### src/rtl/shift_scan_pkg.sv
// Shared types and constants for the shift/scan sequencer and its "01" pattern detector.
package shift_scan_pkg;

  localparam int unsigned DEFAULT_WIDTH     = 10;
  localparam int unsigned MATCH_COUNT_WIDTH = 4;

  typedef enum logic [1:0] {
    ST_IDLE,
    ST_SHIFT,
    ST_DONE
  } scan_state_t;

  typedef enum logic [1:0] {
    DET_S0,
    DET_S1,
    DET_S2
  } det_state_t;

endpackage

### src/rtl/shift_scan_if.sv
// Control/status bundle between the tick/start logic, the scan sequencer and the display logic.
interface shift_scan_if
  import shift_scan_pkg::*;
#(
  parameter int unsigned WIDTH = DEFAULT_WIDTH
);

  logic                         tick;
  logic                         start;
  logic                         abort;
  logic [WIDTH-1:0]             pattern;
  logic [WIDTH-1:0]             shift_data;
  logic                         serial_out;
  logic                         step;
  logic                         detect;
  logic [MATCH_COUNT_WIDTH-1:0] match_count;
  logic                         busy;
  logic                         done;

  modport master (
    output tick, start, abort, pattern,
    input  shift_data, serial_out, step, detect, match_count, busy, done
  );

  modport slave (
    input  tick, start, abort, pattern,
    output shift_data, serial_out, step, detect, match_count, busy, done
  );

endinterface

### src/rtl/pattern_detect_step.sv
// Moore "01" detector (Smiling Snail) advanced only on enable; y marks S2, hit flags the S1->S2 step.
module pattern_detect_step
  import shift_scan_pkg::*;
(
  input  logic clock,
  input  logic reset,
  input  logic enable,
  input  logic clear,
  input  logic a,
  output logic y,
  output logic hit
);

  det_state_t state, state_next;

  always_ff @(posedge clock or posedge reset) begin
    if (reset) begin
      state <= DET_S0;
    end else begin
      state <= state_next;
    end
  end

  always_comb begin
    state_next = state;
    if (clear) begin
      state_next = DET_S0;
    end else if (enable) begin
      unique case (state)
        DET_S0:  state_next = a ? DET_S0 : DET_S1;
        DET_S1:  state_next = a ? DET_S2 : DET_S1;
        DET_S2:  state_next = a ? DET_S0 : DET_S1;
        default: state_next = DET_S0;
      endcase
    end
  end

  assign y   = (state == DET_S2);
  assign hit = enable & a & (state == DET_S1);

endmodule

### src/rtl/shift_scan_controller.sv
// Captures a pattern on start and shifts it out LSB-first on tick, counting "01" hits.
// Optional macro SCAN_LOOP_EN: DONE re-captures the pattern and restarts the scan.
module shift_scan_controller
  import shift_scan_pkg::*;
#(
  parameter int unsigned WIDTH = DEFAULT_WIDTH
) (
  input logic         clock,
  input logic         reset,
  shift_scan_if.slave bus
);

  localparam int unsigned     CNT_W    = (WIDTH > 1) ? $clog2(WIDTH) : 1;
  localparam logic [CNT_W-1:0] LAST_BIT = CNT_W'(WIDTH - 1);

  scan_state_t                  state, state_next;
  logic [WIDTH-1:0]             shift_data;
  logic [CNT_W-1:0]             bit_cnt;
  logic [MATCH_COUNT_WIDTH-1:0] match_count;
  logic                         step;
  logic                         load;
  logic                         hit;
  logic                         detect;

  always_ff @(posedge clock or posedge reset) begin
    if (reset) begin
      state <= ST_IDLE;
    end else begin
      state <= state_next;
    end
  end

  always_comb begin
    state_next = state;
    load       = 1'b0;
    step       = 1'b0;
    unique case (state)
      ST_IDLE: begin
        if (bus.start) begin
          load       = 1'b1;
          state_next = ST_SHIFT;
        end
      end
      ST_SHIFT: begin
        // abort masks the tick so nothing shifts or counts in that cycle
        step = bus.tick & ~bus.abort;
        if (bus.abort) begin
          state_next = ST_IDLE;
        end else if (step && (bit_cnt == LAST_BIT)) begin
          state_next = ST_DONE;
        end
      end
      ST_DONE: begin
`ifdef SCAN_LOOP_EN
        load       = 1'b1;
        state_next = ST_SHIFT;
`else
        state_next = ST_IDLE;
`endif
      end
      default: state_next = ST_IDLE;
    endcase
  end

  always_ff @(posedge clock or posedge reset) begin
    if (reset) begin
      shift_data  <= '0;
      bit_cnt     <= '0;
      match_count <= '0;
    end else if (load) begin
      shift_data  <= bus.pattern;
      bit_cnt     <= '0;
      match_count <= '0;
    end else if (step) begin
      shift_data <= {1'b0, shift_data[WIDTH-1:1]};
      bit_cnt    <= bit_cnt + CNT_W'(1);
      if (hit) begin
        match_count <= match_count + MATCH_COUNT_WIDTH'(1);
      end
    end
  end

  pattern_detect_step u_detect (
    .clock  (clock),
    .reset  (reset),
    .enable (step),
    .clear  (load),
    .a      (shift_data[0]),
    .y      (detect),
    .hit    (hit)
  );

  assign bus.shift_data  = shift_data;
  assign bus.serial_out  = shift_data[0];
  assign bus.step        = step;
  assign bus.detect      = detect;
  assign bus.match_count = match_count;
  assign bus.busy        = (state == ST_SHIFT);
  assign bus.done        = (state == ST_DONE);

endmodule
### src/flat_wrapper.sv
// flat-port wrapper written by rule: the top's interface ports become plain ports
module shift_scan_controller_flat import shift_scan_pkg::*;
#(
  parameter int unsigned WIDTH = DEFAULT_WIDTH
)
  (clock, reset, bus_tick, bus_start, bus_abort, bus_pattern, bus_shift_data, bus_serial_out, bus_step, bus_detect, bus_match_count, bus_busy, bus_done);
  shift_scan_if #(.WIDTH(WIDTH)) bus_i ();
  input logic clock;
  input logic reset;
  input wire logic [$bits(bus_i.tick)-1:0] bus_tick;
  input wire logic [$bits(bus_i.start)-1:0] bus_start;
  input wire logic [$bits(bus_i.abort)-1:0] bus_abort;
  input wire logic [$bits(bus_i.pattern)-1:0] bus_pattern;
  output wire logic [$bits(bus_i.shift_data)-1:0] bus_shift_data;
  output wire logic [$bits(bus_i.serial_out)-1:0] bus_serial_out;
  output wire logic [$bits(bus_i.step)-1:0] bus_step;
  output wire logic [$bits(bus_i.detect)-1:0] bus_detect;
  output wire logic [$bits(bus_i.match_count)-1:0] bus_match_count;
  output wire logic [$bits(bus_i.busy)-1:0] bus_busy;
  output wire logic [$bits(bus_i.done)-1:0] bus_done;
  assign bus_i.tick = bus_tick;
  assign bus_i.start = bus_start;
  assign bus_i.abort = bus_abort;
  assign bus_i.pattern = bus_pattern;
  assign bus_shift_data = bus_i.shift_data;
  assign bus_serial_out = bus_i.serial_out;
  assign bus_step = bus_i.step;
  assign bus_detect = bus_i.detect;
  assign bus_match_count = bus_i.match_count;
  assign bus_busy = bus_i.busy;
  assign bus_done = bus_i.done;
  shift_scan_controller #(.WIDTH(WIDTH)) u_core (.clock(clock), .reset(reset), .bus(bus_i));
endmodule
### config.mk
export PLATFORM = sky130hd
export DESIGN_NAME = shift_scan_controller_flat
export DESIGN_NICKNAME = d
export VERILOG_FILES = /design/src/rtl/shift_scan_pkg.sv /design/src/rtl/shift_scan_if.sv /design/src/rtl/pattern_detect_step.sv /design/src/rtl/shift_scan_controller.sv /design/src/flat_wrapper.sv
export SDC_FILE = /design/constraint.sdc
export NUM_CORES = 1
export LEC_CHECK = 0
export ABC_AREA = 1
export BUFFER_PORTS_ARGS = -buffer_cell sky130_fd_sc_hd__clkbuf_2
export CORE_MARGIN = 2
export CORE_UTILIZATION = 47
export DETAILED_ROUTE_END_ITERATION = 10
export PLACE_DENSITY = 0.71
export SYNTH_ARGS = -nofsm -noshare
export SYNTH_HDL_FRONTEND = slang
export SYNTH_HIERARCHICAL = 1
export SYNTH_SLANG_ARGS = --single-unit
### constraint.sdc
create_clock -name clock -period 3.85 [get_ports clock]
set_input_delay 0.1925 -clock clock [delete_from_list [all_inputs] [get_ports clock]]
set_output_delay 0.1925 -clock clock [all_outputs]
set_load 0.02 [all_outputs]
Word-level counts from Yosys, hierarchy flattened --
Cells that the tools add are included.
Operators by class: add/subtract/negate cells 2, equal/unequal tests 7, muxes and demuxes 19, bitwise gates (word level) 4, reductions and logical operators 8
Operators with widths (number):
- 2-to-1 mux 10 bit | 2
- 2-to-1 mux 4 bit | 5
- 2-to-1 mux 2 bit | 6
- adder 4 x 1 -> 4 bit, second input constant | 2
- case mux 2 bit (2 select lines) | 2
- == test 2 x 1 -> 1 bit, second input constant | 2
- == test 2 bit, second input constant | 2
- == test 4 bit, second input constant | 1
- zero test 2 bit | 2
- 2-to-1 mux 1 bit | 4
- AND reduction 2 bit | 2
- nonzero test 2 bit | 2
- bitwise AND 1 bit | 3
- inequality test 3 x 2 -> 1 bit, second input constant | 1
- inequality test 2 bit, second input constant | 1
- OR reduction 2 bit | 1
- logical AND 1 bit | 1
- NOT 1 bit | 1
Storage, ports and cells: flip-flop bits (word level) 22, input bits 15, output and inout bits 19, word-level logic and storage cells 45

Logic depth before layout (Yosys ltp) --
Gate-level depths: netlist of run 1.
word-level depth 8, gate-level depth with buffers 12

Modules after synthesis --
Netlist of run 1, hierarchy kept.
By module, submodules not included:
- shift_scan_controller | times used 1, cells each 129, area an instance 1018.5 µm², sequential area each 500.5 µm²
- pattern_detect_step | times used 1, cells each 18, area an instance 130.1 µm², sequential area each 50.0 µm²

Worst setup path after synthesis of run 1 --
No wires, ideal clock.
path kind register to register, start register u_core.state[1], end register u_core.match_count[2] (netlist: u_core/bus.match_count[2]), setup time 66 ps, data arrival time 1355 ps, setup slack 2429 ps, stages on the path, launching flop included 13, buffers on the path 1, clock period less this slack 1421 ps, path through dfrtp_1 -> inv_2 -> nand2_2 -> nor2_4 -> buf_4 -> nand2_1 -> inv_1 -> nand2_2 -> inv_1 -> nand2_2 -> inv_1 -> nand3_1 -> nand2_1
Between the ends: word-level cells in the longest chain between the ends 6, elaborated cells between the ends (all ways) 10, classes of those cells eq/ne (1); mux (3); bitwise (2); reduce/logical (4)
RTL lines:
- start: declaration | line shift_scan_controller.sv:16 | scan_state_t state, state_next;
- start signal: assignment | line shift_scan_controller.sv:29 | state <= state_next;
- == test 2 x 1 -> 1 bit | line shift_scan_controller.sv:37 | unique case (state)
- 2-to-1 mux 1 bit | line shift_scan_controller.sv:37
- named net bus_step | line flat_wrapper.sv:16 | output wire logic [$bits(bus_i.step)-1:0] bus_step;
- bitwise AND 1 bit (2 in series) | line pattern_detect_step.sv:39 | assign hit = enable & a & (state == DET_S1);
- named net u_core.hit | line shift_scan_controller.sv:22 | logic hit;
- nonzero test 2 bit (no source line)
- AND reduction 2 bit (no source line)
- end signal: assignment | line shift_scan_controller.sv:78 | match_count <= match_count + MATCH_COUNT_WIDTH'(1);
- end: declaration | line shift_scan_controller.sv:19 | logic [MATCH_COUNT_WIDTH-1:0] match_count;
The timed path passes the listed nets, and every way through them passes these cells. A chain may end at the register's enable or synchronous reset.

Worst setup path in the final report of run 1 --
start register u_core.state[1], end output port bus_step
Between the ends: word-level cells in the longest chain between the ends 2
RTL lines (line):
- == test 2 x 1 -> 1 bit | shift_scan_controller.sv:37
- 2-to-1 mux 1 bit | shift_scan_controller.sv:37
- end: declaration | flat_wrapper.sv:16
Every way passes these cells.

==> flow_summary.json, run 1 <==
{
  "end_kind": "output port",
  "final.setup.tns_ns": 0,
  "grt_util_all_layers_pct": 20.41,
  "drive_gt1_share_pct": 27.22,
  "cp-startpoint": "u_core/state[1]",
  "antenna_cells": 0,
  "max_slew_margin_pct": 51.27,
  "gr-total-overflow": 0,
  "ys_seq_area_share_pct": 47.93,
  "synth_xor_area_share_pct": 0.7625,
  "maxCapViolations": 0,
  "multi_input_area_sq_um": 488.0,
  "netlist_area_sq_um": 1149,
  "rrSetupSlack_ns": 2.23,
  "routed_wl_um": 2493,
  "htreeDepth": 1,
  "worstPathArrival_ns": 1.44,
  "synth-simple-area-share_pct": 36.27,
  "clock_path_buffers": 2,
  "synthMuxAreaShare_pct": 0,
  "wl_per_cell_um": 11.99,
  "clk_latency_ns": 0.30,
  "fin_crit_ns": 1.632,
  "grt_pass1_wl_um": 4167,
  "fill_cells": 225,
  "yosysWarnings": 6,
  "cts_sinks": 22,
  "antenna_found_initial": 0,
  "setup_violations": 0,
  "timing.rr.end": "u_core/bus.match_count[2]",
  "die_height_um": 53.44,
  "required_ns": 3.66,
  "hold_violations": 0,
  "worstMarginPinSlew_ns": 0.7301,
  "clk_pin_slew_ns": 0.12,
  "ioPinCount": 34,
  "fp-row-count": 17,
  "grt_pass1_vias": 975,
  "ctsHoldBuffers": 1,
  "drtIter0Drc": 8,
  "cts_resized": 0,
  "cts_tree": "done",
  "critPathMaxFanout": 15,
  "synthCells": 147,
  "drc": 0,
  "p_per_area_nw_per_um2": 496.4,
  "gp_congestion": 0.7644,
  "syn_avg_cell_area_sq_um": 7.814,
  "endpoint": "bus_step",
  "place_inst": 203,
  "hold_class": "in -> reg",
  "cts_root_buffer": "clkbuf_4",
  "synth_seq_cells": 22,
  "reg2regPathDepth": 11,
  "port_buffers": 33,
  "fin_hold_ws_ns": 0.05009,
  "die_area_sq_um": 2855,
  "period_share_pct": 42.39,
  "synth-compound-area-share_pct": 2.179,
  "crit_type": "reg -> out",
  "core_area_sq_um": 2255,
  "fp.dieW_um": 53.44,
  "p_total_uw": 681.4,
  "syn_to_final_growth_pct": 19.50,
  "maxSlewViolCount": 0,
  "firstDrtPassIters": 4,
  "grt_max_degree": 21,
  "hpwl_um": 1958,
  "viasPerCell": 4.846,
  "worst_setup_path_start_kind": "flip-flop",
  "r2r-start": "u_core/state[1]",
  "postSynthNetCount": 165,
  "regArea_sq_um": 550.5,
  "yosys.cell_types.count": 23,
  "timing.fmax_mhz": 612.8,
  "synth_top_family_by_area": "simple AND/OR/NAND/NOR gates",
  "skew_ns": 0.005837,
  "p_leak_nw": 0.7995,
  "cts_buffers": 3,
  "ant_nets": 0,
  "via_count": 1008,
  "initial_core_util_pct": 50.94,
  "layout.nets": 199,
  "synthAdderAreaFrac_pct": 3.268,
  "ir_drop_uv": 349.5,
  "rsz0062_at_grt": "false",
  "outcome": "finished, final reports clean",
  "post_cts_buffers": 0,
  "final_cells": 208
}
power by group:
part	total (mW)	leakage [nW]	switching, mW	internal (mW)
sequential	0.314	0.286	0.0422	0.272
clock	0.174	0.0279	0.0689	0.105
combinational	0.193	0.486	0.129	0.0638
Yosys cell counts:
cell	count	area share [%]
a21oi_2	1	0.76
buf_2	1	0.44
buf_4	3	2.0
buf_6	1	0.98
dfrtp_1	22	48
ha_1	3	3.3
inv_1	16	5.2
inv_2	3	0.98
nand2_1	55	18
nand2_2	3	1.6
nand3_1	18	7.8
nand3_2	1	0.87
nand3b_1	1	0.65
nand4_1	3	1.6
nor2_1	7	2.3
nor2_2	2	1.1
nor2_4	1	0.98
nor3_1	1	0.44
nor3_2	1	0.87
o21ai_0	1	0.44
o21ai_1	1	0.44
o22ai_1	1	0.55
xor2_1	1	0.76
layer usage:
layer | up-vias | track usage, % | wire, um
met1 | 452 | 23.96 | 1046
met3 | 2 | 2.825 | 137
met4 | 0 | 8.974 | 16
li1 | 524 | - | -
met5 | - | 0 | 0
met2 | 30 | 36.42 | 1293
through the flow:
stage	setup slack (ns)	instance area (sq um)	utilization, %
after CTS	2.205	1373	60.88
final	2.218	1373	60.88
after floorplan	2.429	1149	-
after global routing	2.028	1373	60.88
after global placement	2.327	1310	58.10
after detailed placement	2.244	1310	58.10
worst max-delay path, stage by stage, from the launching register on:
cell,delay (ns)
dfrtp_1,0.40
inv_2,0.08
nand2_2,0.08
nor2_4,0.33
clkbuf_2,0.24
cells by family (layout without fill, tap and decap cells):
logic type                 count (synthesis)  in the layout
adders and majority gates                  3              3
xor gates and xnor gates                   1              1
buffers and inverters                     24             57
DFF                                       22             22
and+or+nand+nor                           93             93
AOI/OAI and AO/OA                          4              4
final cells by class:
| class | count | share of cell area, % |
|---|---|---|
| Clock inverter | 1 | 2.188 |
| Sequential cell | 22 | 40.11 |
| Tap cell | 28 | 2.552 |
| Multi-Input combinational cell | 101 | 35.55 |
| Inverter | 19 | 5.196 |
| Timing Repair Buffer | 34 | 12.76 |
| Clock buffer | 3 | 1.641 |
how the worst min path moves through the flow:
stage,startpoint,end,cells past startpoint
2_1_floorplan,reset,u_core/u_detect/state[0],1
3_3_place_gp,reset,u_core/u_detect/state[0],2
3_5_place_dp,reset,u_core/u_detect/state[1],2
4_1_cts,bus_abort,u_core/state[1],2
5_1_grt,bus_abort,u_core/state[1],2
6_report,bus_abort,u_core/state[1],2
cells in the final DEF, fill, tap and decap left out, drive strengths merged:
cell type / synthesis / final
nor2: 10 / 10
nand3: 19 / 19
nand3b: 1 / 1
o22ai: 1 / 1
dlygate4sd3: 0 / 1
inv: 19 / 19
nand4: 3 / 3
bufinv: 0 / 1
nand2: 58 / 58
clkbuf: 0 / 36
nor3: 2 / 2
o21ai: 2 / 2
ha: 3 / 3
a21oi: 1 / 1
dfrtp: 22 / 22
xor2: 1 / 1
sequential cells by signal, indices dropped and copies added, names as in the netlist:
signal                  count
u_core/bus.match_count      4
u_core/state                2
u_core/u_detect/state       2
u_core/bit_cnt              4
u_core/bus.shift_data      10
(Power assumes the default switching activity.)
==> inputs of run 2 (changes only) <==
--- a/config.mk
+++ b/config.mk
@@ -8,7 +8,7 @@
 export ABC_AREA = 1
 export BUFFER_PORTS_ARGS = -buffer_cell sky130_fd_sc_hd__clkbuf_2
 export CORE_MARGIN = 2
-export CORE_UTILIZATION = 47
+export CORE_UTILIZATION = 45
 export DETAILED_ROUTE_END_ITERATION = 10
 export PLACE_DENSITY = 0.71
 export SYNTH_ARGS = -nofsm -noshare
==> constraint.sdc (replaced) <==
create_clock -name clock -period 1.45 [get_ports clock]
set_input_delay 0.0725 -clock clock [delete_from_list [all_inputs] [get_ports clock]]
set_output_delay 0.0725 -clock clock [all_outputs]
set_load 0.02 [all_outputs]
==> flow_summary.json, run 2 (synthesis results as in run 1) <==
{
  "ioPinCount": 34,
  "drive_gt1_share_pct": 31.00,
  "fill_cells": 213,
  "end_kind": "flip-flop",
  "syn_to_final_growth_pct": 35.40,
  "worstMarginPinSlew_ns": 0.3080,
  "setup_violations": 0,
  "grt_pass1_vias": 1031,
  "met3_length_um": 112,
  "hold_violations": 0,
  "die_height_um": 54.52,
  "clk_pin_slew_ns": 0.13,
  "fp.dieW_um": 54.52,
  "reg.largest.list": "u_core/bus.shift_data x10, u_core/bit_cnt x4, u_core/bus.match_count x4",
  "htreeDepth": 1,
  "viasPerCell": 4.874,
  "cts_buffers": 3,
  "final_cell_mix": "nand2_1, clkbuf_2, dfrtp_1",
  "grt_util_all_layers_pct": 20.48,
  "dpl_worst_slack_ns": 0.07513,
  "wl_per_cell_um": 12.14,
  "ant_nets": 0,
  "gp_congestion": 0.7619,
  "period_share_pct": 97.09,
  "maxCapViolations": 0,
  "drtIter0Drc": 13,
  "skew_ns": 0.008621,
  "routed_wl_um": 2792,
  "clock_path_buffers": 2,
  "fp-row-count": 18,
  "fin_ws_ns": 0.04223,
  "hold_class": "in -> reg",
  "worst_setup_path_start_kind": "flip-flop",
  "ir_drop_uv": 862.0,
  "grt_max_degree": 21,
  "final_common_cell": "nand2_1",
  "timing.fmax_mhz": 710.3,
  "top_register": "u_core/bus.shift_data",
  "cts_tree": "done",
  "wl_met1_um": 1167,
  "final_cell_area_sq_um": 1555,
  "dr.max_layer_used": "met4",
  "critPathMaxFanout": 12,
  "layout.nets": 219,
  "cts_sinks": 22,
  "cts_root_buffer": "clkbuf_4",
  "antenna_cells": 0,
  "worstPathArrival_ns": 1.59,
  "initial_core_util_pct": 46.79,
  "p_per_area_nw_per_um2": 1121,
  "hpwl_um": 1841,
  "clk_latency_ns": 0.30,
  "grt_pass1_wl_um": 4257,
  "p_leak_nw": 0.9011,
  "largest_reg_flops": 10,
  "port_buffers": 33,
  "core_area_sq_um": 2455,
  "required_ns": 1.63,
  "wl_met2_um": 1493,
  "crit_type": "reg -> reg",
  "via_count": 1121,
  "fin_crit_ns": 1.408,
  "firstDrtPassIters": 4,
  "gr-total-overflow": 0,
  "antenna_found_initial": 0,
  "max_slew_margin_pct": 79.42,
  "placed_area_sq_um": 1343,
  "maxSlewViolCount": 0,
  "rrSetupSlack_ns": 0.04,
  "drc": 0,
  "outcome": "finished, final reports clean",
  "die_area_sq_um": 2972
}
-- run 2: cell type report --
| cell class | count | area (sq um) | area share [%] |
|---|---|---|---|
| timing repair buffer | 54 | 356.6 | 22.93 |
| tap | 30 | 37.54 | 2.414 |
| sequential | 22 | 550.5 | 35.40 |
| multi-input combinational | 101 | 503.0 | 32.34 |
| clock buffer | 4 | 36.28 | 2.333 |
| inverter | 19 | 71.32 | 4.586 |
-- run 2: report_power, final --
group          switching, mW  internal, mW  total [mW]
sequential             0.112         0.723       0.835
clock                  0.182         0.153       0.335
combinational          0.358         0.215       0.573
total                  0.652          1.09        1.74
-- run 2: path summary, 6_finish.rpt --
check | from | endpoint | cells past startpoint
worst max-delay path | u_core/state[0] | u_core/bit_cnt[3] | 6
worst min-delay path | bus_abort | u_core/state[0] | 4
worst max register to register | u_core/state[0] | u_core/bit_cnt[3] | 6
worst min register to register | u_core/bus.shift_data[9] | u_core/bus.shift_data[9] | 2
max in group asynchronous | reset | u_core/bus.shift_data[6] | 4
min in group asynchronous | reset | u_core/u_detect/state[0] | 3
-- run 2: what timing repair did --
action / CTS / global route
endpoints found under the setup margin: 1 / 4
hold endpoints to repair: 32 / 0
resized for setup: 1 / 7
buffers inserted: 2 / 4
hold buffers: 11 / 0
pin swaps: 1 / 1
-- run 2: critical path: stages, from the launching register on --
cell	delay (ns)
dfrtp_1	0.42
nand2_2	0.12
nor2_4	0.07
buf_4	0.13
buf_4	0.13
nor2_4	0.27
o21ai_0	0.14
-- run 2: layer usage --
metal  GRT usage, %  up-vias
li1               -      564
met1          21.68      530
met2          39.76       25
met3          4.372        2
met4          6.250        0
met5              0        -
-- run 2: through the flow --
| step | total power [mW] | TNS, ns | hold WS, ns | instances | utilization (%) |
|---|---|---|---|---|---|
| CTS | 1.731 | 0 | 0.06378 | 226 | 61.47 |
| global route | 1.845 | -0.04983 | 0.07475 | 230 | 63.35 |
| finish | 1.743 | 0 | 0.06546 | 230 | 63.35 |
| global placement | 1.351 | 0 | -0.07853 | 209 | 54.69 |
| floorplan | 1.189 | 0 | -0.1863 | 147 | - |
| detailed placement | 1.368 | 0 | -0.07555 | 209 | 54.69 |
==> inputs of run 3 (changes only) <==
--- a/config.mk
+++ b/config.mk
@@ -11,6 +11,7 @@
 export CORE_UTILIZATION = 45
 export DETAILED_ROUTE_END_ITERATION = 10
 export PLACE_DENSITY = 0.71
+export SETUP_SLACK_MARGIN = 0.5
 export SYNTH_ARGS = -nofsm -noshare
 export SYNTH_HDL_FRONTEND = slang
 export SYNTH_HIERARCHICAL = 1
==> flow_summary.json, run 3 (synthesis results as in run 1) <==
{
  "crit_type": "reg -> reg",
  "htreeDepth": 1,
  "skew_ns": 0.003546,
  "core_area_sq_um": 2455,
  "clk_latency_ns": 0.32,
  "ioPinCount": 34,
  "required_ns": 1.72,
  "ir_drop_uv": 1106,
  "rsz0062_at_grt": "true",
  "cts_buffers": 3,
  "worstMarginPinSlew_ns": 0.2690,
  "wl_per_cell_um": 15.54,
  "layout.nets": 252,
  "port_buffers": 33,
  "max_slew_margin_pct": 82.07,
  "dpl_worst_slack_ns": 0.07666,
  "clk_pin_slew_ns": 0.13,
  "p_leak_nw": 1.135,
  "grt_pass1_wl_um": 5085,
  "fp-row-count": 18,
  "final_cell_mix": "nand2_1, buf_4, buf_6",
  "maxCapViolations": 0,
  "hpwl_um": 1774,
  "gp_congestion": 0.7752,
  "grt_max_degree": 21,
  "gr-total-overflow": 0,
  "cts_tree": "done",
  "antenna_found_initial": 0,
  "place_inst": 210,
  "p_per_area_nw_per_um2": 1079,
  "period_share_pct": 95.71,
  "drc": 0,
  "slowest_delay_ns": 0.41,
  "syn_to_final_growth_pct": 80.39,
  "reg.largest.list": "u_core/bus.shift_data x10, u_core/bit_cnt x4, u_core/bus.match_count x4",
  "initial_core_util_pct": 46.79,
  "fin_ws_ns": 0.06220,
  "antenna_cells": 0,
  "fp.dieW_um": 54.52,
  "drtIter0Drc": 78,
  "hold_class": "in -> reg",
  "final.setup.tns_ns": 0,
  "crit_path_cell_trace": "inv_2 -> nand2_4 -> nor2_4 -> buf_6 -> nand2_4 -> inv_2 -> nand2_2 -> inv_2 -> nand2_4 -> nand2_2 -> nand2_1 -> nand2_1",
  "placed_area_sq_um": 1375,
  "clock_path_buffers": 2,
  "die_area_sq_um": 2972,
  "top_register": "u_core/bus.shift_data",
  "cts_root_buffer": "clkbuf_4",
  "via_count": 1394,
  "routed_wl_um": 4088,
  "worst_setup_path_start_kind": "flip-flop",
  "timing.fmax_mhz": 720.6,
  "grt_pass1_vias": 1180,
  "final_cells": 263,
  "maxSlewViolCount": 0,
  "largest_reg_flops": 10,
  "fin_hold_ws_ns": 0.05389,
  "final_common_cell": "nand2_1",
  "grt_util_all_layers_pct": 24.45,
  "utilization_pct": 84.40,
  "viasPerCell": 5.300,
  "p_total_mw": 2.236,
  "final_cell_area_sq_um": 2072,
  "hold_violations": 0,
  "drive_gt1_share_pct": 51.50,
  "worstPathArrival_ns": 1.66,
  "end_kind": "flip-flop",
  "fill_cells": 129,
  "fin_crit_ns": 1.388,
  "critPathMaxFanout": 6,
  "cts_sinks": 22,
  "outcome": "finished, final reports clean",
  "worst_path_max_delay_cell": "dfrtp_1",
  "ant_nets": 0,
  "die_height_um": 54.52,
  "setup_violations": 0,
  "firstDrtPassIters": 4
}
## run 3: cell types whose count changed in the layout (fill, tap and decap cells not counted), sizes merged
cell,before,now
buf,11,61
clkbuf,36,18
nor2,10,11
## run 3: critical path: cells and delay by family, from the launching register on
| family | cells | cell delay, ns |
|---|---|---|
| buf+inv | 4 | 0.33 |
| flops | 1 | 0.41 |
| simple gates | 8 | 0.60 |
## run 3: cell type report
type | instances | area, sq um | share of cell area [%]
clock buffer | 4 | 36.28 | 1.751
timing repair buffer | 86 | 765.7 | 36.96
tap | 30 | 37.54 | 1.812
multi-input combinational | 102 | 599.3 | 28.93
sequential | 22 | 554.3 | 26.75
inverter | 19 | 78.83 | 3.804
## run 3: timing repair
item                                   4_1_cts  5_1_grt
buffers inserted                            26       10
hold buffers                                11        0
setup endpoints to repair                   41       41
pin swaps                                   10       18
endpoints found under the hold margin       32        0
gates cloned                                 2        0
resized for setup                           27       67
## run 3: path summary, 6_finish.rpt
| check | end | depth (start not counted) | start | slack, ns |
|---|---|---|---|---|
| hold / removal | u_core/bus.shift_data[1] | 5 | bus_pattern[1] | 0.05 |
| setup reg to reg | u_core/bus.match_count[3] | 12 | u_core/state[1] | 0.06 |
| max in group asynchronous | u_core/bus.match_count[0] | 4 | reset | 0.90 |
| min in group asynchronous | u_core/u_detect/state[0] | 3 | reset | 0.14 |
| setup / recovery | u_core/bus.match_count[3] | 12 | u_core/state[1] | 0.06 |
| hold reg to reg | u_core/bus.shift_data[7] | 2 | u_core/bus.shift_data[7] | 0.57 |
## run 3: report_power, final
group          total, mW  switching, mW  internal [mW]  leakage, nW
sequential         0.846          0.119          0.727        0.282
clock              0.360          0.206          0.154       0.0210
combinational       1.03          0.508          0.522        0.832
total               2.24          0.833           1.40         1.13
## run 3: layer usage
metal,global-route usage (%),wire length (um),vias up,part of all wire (%)
met4,11.67,157,0,3.8
li1,-,-,632,-
met1,28.57,1516,665,37
met3,3.279,232,24,5.7
met2,43.78,2181,73,53
met5,0,0,-,0
